===== src/rtl/seg_display_scan.sv =====
// Four-digit common-anode seven-segment driver: time-multiplexed scan, BCD decode,
// and 2 Hz blanking of one selected digit while the watch is in adjust mode.
module seg_display_scan #(
  parameter int SCAN_DIV  = 50000,
  parameter int BLINK_DIV = 25000000
) (
  input  logic       clk,
  input  logic       rst,
  input  logic [3:0] min_1,
  input  logic [3:0] min_0,
  input  logic [3:0] sec_1,
  input  logic [3:0] sec_0,
  input  logic       blink_en,
  input  logic [1:0] blink_sel,
  output logic [3:0] an,
  output logic [6:0] seg,
  output logic       dp
);
  localparam int SW = $clog2(SCAN_DIV);
  localparam int BW = $clog2(BLINK_DIV);

  logic [SW-1:0] scan_cnt;
  logic [1:0]    idx;
  logic [BW-1:0] blink_cnt;
  logic          blink_phase;

  logic [3:0] digit;
  logic [6:0] seg_dec;
  logic       blank;

  always_comb begin
    digit = sec_0;
    case (idx)
      2'd0: digit = sec_0;
      2'd1: digit = sec_1;
      2'd2: digit = min_0;
      2'd3: digit = min_1;
      default: digit = sec_0;
    endcase
  end

  // seg bit order is g..a, active-low
  always_comb begin
    seg_dec = 7'b0111111;
    case (digit)
      4'd0: seg_dec = 7'b1000000;
      4'd1: seg_dec = 7'b1111001;
      4'd2: seg_dec = 7'b0100100;
      4'd3: seg_dec = 7'b0110000;
      4'd4: seg_dec = 7'b0011001;
      4'd5: seg_dec = 7'b0010010;
      4'd6: seg_dec = 7'b0000010;
      4'd7: seg_dec = 7'b1111000;
      4'd8: seg_dec = 7'b0000000;
      4'd9: seg_dec = 7'b0010000;
      default: seg_dec = 7'b0111111;
    endcase
  end

  assign blank = blink_en && (blink_sel == idx) && blink_phase;

  always_ff @(posedge clk) begin
    if (!rst) begin
      scan_cnt    <= '0;
      idx         <= 2'd0;
      blink_cnt   <= '0;
      blink_phase <= 1'b0;
      an          <= 4'b1111;
      seg         <= 7'b1111111;
      dp          <= 1'b1;
    end else begin
      if (scan_cnt == SW'(SCAN_DIV - 1)) begin
        scan_cnt <= '0;
        idx      <= idx + 2'd1;
      end else begin
        scan_cnt <= scan_cnt + 1'b1;
      end

      // holding the blink state at zero outside adjust mode makes every entry start visible
      if (!blink_en) begin
        blink_cnt   <= '0;
        blink_phase <= 1'b0;
      end else if (blink_cnt == BW'(BLINK_DIV - 1)) begin
        blink_cnt   <= '0;
        blink_phase <= ~blink_phase;
      end else begin
        blink_cnt <= blink_cnt + 1'b1;
      end

      an  <= blank ? 4'b1111 : ~(4'b0001 << idx);
      seg <= blank ? 7'b1111111 : seg_dec;
      dp  <= !((idx == 2'd2) && !blank);
    end
  end
endmodule


===== config.mk =====
export PLATFORM = sky130hd
export DESIGN_NAME = seg_display_scan
export DESIGN_NICKNAME = d
export VERILOG_FILES = /design/src/rtl/seg_display_scan.sv
export SDC_FILE = /design/constraint.sdc
export NUM_CORES = 1
export LEC_CHECK = 0
export CORE_ASPECT_RATIO = 0.9
export CORE_MARGIN = 2
export CORE_UTILIZATION = 55
export CTS_CLUSTER_DIAMETER = 100
export DETAILED_ROUTE_END_ITERATION = 7
export PLACE_DENSITY = 0.79
export SLEW_MARGIN = 20
export SYNTH_ARGS = -nofsm -noshare
export SYNTH_HDL_FRONTEND = slang
export SYNTH_SLANG_ARGS = --single-unit

===== constraint.sdc =====
create_clock -name clk -period 3.5 [get_ports clk]
set_input_delay 0.525 -clock clk [delete_from_list [all_inputs] [get_ports clk]]
set_output_delay 0.525 -clock clk [all_outputs]
set_load 0.02 [all_outputs]

# Word-level counts from Yosys, hierarchy flattened
# Memories as Yosys holds them, arrays and structs flattened. A register that Yosys moved wholly into a read port is not among the register bits.
# Index checks and enable logic that the tools add are counted.
# word_totals
register_bits	49
rom_bits	112
inputBits	21
word_cells	32
n_memories	1
# mem_list
name	depth	word_bits	rd	rd_ports_with_merged_regs	wr	line_no	text
(no name shown)	16	7	1	1	0	45	case (digit)
# classes
addsub	3
eq_ne	6
shift	1
mux	1
n_bitwise	4
reduce_logical	10
# op_table
op	count
$add 25x1->25 const B	1
$eq 25x25->1 const B	1
$add 16x1->16 const B	1
$eq 16x16->1 const B	1
$pmux 4 s4	1
$eq 2x2->1 const B	2
$not 4->4	1
$reduce_or 2->1	2
$shl 1x2->4 const A	1
$logic_and 1x1->1	3
$not 1->1	3
$reduce_or 3->1	1
$add 2x1->2 const B	1
$eq 2x1->1 const B	1
$eq 2x2->1	1
$logic_not 1->1	2
$logic_not 2->1	1
$reduce_and 2->1	1

# Logic depth before layout (Yosys ltp)
# logic_depth
ltp_word	6
ltp_mapped	9
depth_no_buf	9

# Least setup slack after synthesis
# No wires, ideal clock.
# synth_timing
path_kind	register to register
from	reg idx[0]
to	reg seg[3]
t_arrival_ns	1.860
setup_slack_ns	1.511
path_stages_with_launch	10
path_buffers	1
synth_period_minus_slack_ns	1.989
path_cell_list	dfxtp_1 > inv_1 > ha_1 > clkbuf_1 > mux2i_1 > inv_1 > ha_1 > inv_1 > o21ai_0 > nand3_1
# synth_between
elab_chain_len	4
word_cells_on_any_way	9
# synth_rtl
item	line_no	text
from (decl)	23	logic [1:0] idx;
from (signal assigned)	74	idx <= idx + 2'd1;
$eq 2x2->1	60	assign blank = blink_en && (blink_sel == idx) && blink_phase;
$logic_and 1x1->1 (2 in series)	60	
$reduce_or 2->1 (no line)	-	
to (decl)	16	output logic [6:0] seg,
# Parallel ways exist; a longest one is shown, timed or not.
# A chain may end at the register's enable or synchronous reset.

# Final worst setup path
# Ends and elaborated chain as after synthesis.

==> reports/qor.yml <==
outcome: "finished, final reports clean"
clkTransAtPathRegs_ns: 0.10
drv_cap: 0
grt-ovfl-total: 0
netlist_area_um2: 2620
die_h_um: 69.5
drt_iter0_drc: 152
avgSynthCellArea_um2: 9.04
grt_pass1_vias: 1931
crit_chain: "inv_1, ha_1, a222oi_1, mux2i_1, inv_1, ha_1, inv_1, o21ai_0, nand3_1"
antenna_found_initial: 0
hold_viol_final: 0
fillers: 397
fmax_mhz: 455
cp_common_cell: "inv_1"
routedWlPerCell_um: 13.1
cts_resized: 0
clock_path_buffers: 2
io_buffers: 32
tns_ns: 0
setup_violations: 0
nets: 347
multiInputGateArea_um2: 1390
via_per_inst: 5.57
rr_startpoint: "idx[0]$_SDFFE_PN0N_"
place_hpwl_mm: 3.58
start_util_pct: 58.0
arrival_ns: 2.39
core_area_um2: 4520
dieArea_um2: 5340
cp_slowest_cell: "dfxtp_1"
post_route_cells_drive_above_1_share_pct: 5.05
yosys_warnings: 0
io_pins: 33
endpoint: "seg[3]$_SDFF_PP1_"
cp_max_fo: 6
cp.required_ns: 3.69
syn_to_final_growth_pct: 16.1
synth_cell_types: 47
drt_first_pass_iters: 4
end_kind: "register"
synth_top_area_cell: "dfxtp_1"
worstSetupPathType: "reg2reg"
r2r-end: "seg[3]$_SDFF_PP1_"
hold_buffers: 0
finalNonFillerCells: 379
dp.cells: 371
cts_root_buf: "clkbuf_8"
regArea_um2: 1120
grt_pass1_wl_mm: 8.57
cts_setup_buffers: 0
antennaDiodeCount: 0
synth_nets: 321
grt_usage_pct: 19.5
gp_congestion: 0.793
clock_sinks: 56
p_leak_nw: 1.12
p_per_area_nw_per_um2: 357
htree_levels: 2
hold_path.class: "reg2reg"
slowest_delay_ns: 0.38
grt_max_degree: 26
drc: 0
maxSlewViolCount: 0
yosysTopAreaCellShare_pct: 42.7
synthTopCellsByArea: "dfxtp_1 43%, xor2_1 7.0%, ha_1 4.8%"
wirelength_mm: 4.97
synthCells: 290
worstSkewPairLatency_ns: 0.31
slew_headroom_pct: 30.4
ys_seq_elements: 56
ys_seq_area_share_pct: 42.7
ant_nets: 0
die_w_um: 76.8
fin_crit_sh_pct: 62.8
cts_tree: "done"
r2r_setup_slack_ns: 1.30
crit_start: "idx[0]$_SDFFE_PN0N_"
vdd_drop_max_uv: 231
rsz0062_at_grt: "no"
cts-buffers-inserted: 5
vias: 2112
rows: 23
worstMarginPinSlew_ns: 1.04
rr_worst_depth: 9
skew_ns: 0.00728
fin_crit_ns: 2.20
startpoint_type: "register"
final cells by class:
cell class                      count  area share, %
Sequential cell                    56           36.8
Multi-Input combinational cell    208           45.6
Clock buffer                        5           2.26
Timing Repair Buffer               32           10.5
Inverter                           13           1.60
Tap cell                           62           2.55
Clock inverter                      3          0.698
metal layers:
layer | part of all wire (%) | track usage [%] | vias up
met2 | 45 | 29.8 | 33
met3 | 3.3 | 4.69 | 5
met1 | 51 | 27.7 | 982
li1 | - | - | 1092
met5 | 0 | 0 | -
met4 | 1.0 | 4.85 | 0
power breakdown:
part           switching [mW]  internal [mW]  total (mW)
registers             0.00536          0.647       0.653
logic                  0.0396         0.0431      0.0828
clock network           0.209          0.142       0.352
total                   0.254          0.833        1.09
cell usage after synthesis (all sizes together):
cell type,number
dfxtp,56
nor2,25
xor2,21
nand3,20
a21oi,18
nand2,17
o21ai,13
inv,12
nand4,11
ha,10
and3,9
o31ai,9
or4,9
clkbuf,7
or3,7
buf,6
and4,5
mux2i,4
xnor2,4
a222oi,3
and2,3
a211oi,2
a22oi,2
nor4bb,2
a21boi,1
a22o,1
and4b,1
clkinv,1
mux2,1
nand4b,1
nor2b,1
nor3,1
nor3b,1
nor4,1
nor4b,1
o21a,1
o21bai,1
o311ai,1
o31a,1
per-stage QoR:
step	power (mW)	setup WS (ns)	utilization, %	instance area, um^2	hold slack [ns]
floorplan	0.707	1.51	-	2620	0.426
CTS	1.10	1.28	67.4	3050	0.480
global route	1.13	1.05	67.4	3050	0.513
global placement	0.748	1.28	65.4	2960	0.439
detailed placement	0.750	1.20	65.4	2960	0.457
finish	1.09	1.30	67.4	3050	0.474
how the worst min path moves through the flow:
stage	end	cells past startpoint	slack, ns	start
after floorplan	scan_cnt[0]$_SDFF_PP0_	1	0.43	scan_cnt[0]$_SDFF_PP0_
after global placement	scan_cnt[0]$_SDFF_PP0_	1	0.44	scan_cnt[0]$_SDFF_PP0_
after detailed placement	scan_cnt[0]$_SDFF_PP0_	1	0.46	scan_cnt[0]$_SDFF_PP0_
after CTS	scan_cnt[0]$_SDFF_PP0_	1	0.48	scan_cnt[0]$_SDFF_PP0_
after global routing	scan_cnt[0]$_SDFF_PP0_	1	0.51	scan_cnt[0]$_SDFF_PP0_
final	scan_cnt[0]$_SDFF_PP0_	1	0.47	scan_cnt[0]$_SDFF_PP0_
worst max-delay path: cells and delay by family (launching register included):
family / cells / cell delay, ns
adders and majority gates: 2 / 0.63
DFF: 1 / 0.38
muxes: 1 / 0.37
AOI/OAI and AO/OA: 2 / 0.32
buffers and inverters: 3 / 0.29
and+or+nand+nor: 1 / 0.10
cell usage in the layout, fill, tap and decap left out, types with 2 or more instances in the layout:
master	Yosys	final
nor2_1	25	25
o21ai_0	13	13
a21oi_1	17	17
and2_1	3	3
a22oi_1	2	2
clkdlybuf4s50_1	0	32
and4_1	4	4
and3_1	8	8
ha_1	10	10
clkbuf_8	0	5
dfxtp_1	56	56
a222oi_1	3	3
xor2_1	21	21
xnor2_1	4	4
mux2i_1	4	4
nand2_1	17	17
nand3_1	20	20
nor4bb_1	2	2
or4_1	8	8
inv_1	12	12
o31ai_1	9	9
nand4_1	10	10
or3_1	6	6
a211oi_1	2	2
logic make-up (layout without fill, tap and decap cells):
kind of cell | after synthesis | after routing | share of synthesized area (%)
and+or+nand+nor | 115 | 115 | 24.9
muxes | 5 | 5 | 1.96
xor gates and xnor gates | 25 | 25 | 8.35
adders and majority gates | 10 | 10 | 4.77
DFF | 56 | 56 | 42.7
buffers and inverters | 26 | 53 | 4.34
AOI/OAI and AO/OA | 53 | 53 | 12.9
state kept, by name, summed over array words and instances, names as in the netlist:
name	count
an	4
blink_phase	1
seg	7
blink_cnt	25
scan_cnt	16
dp	1
idx	2
Power figures use the tool's default switching activity.
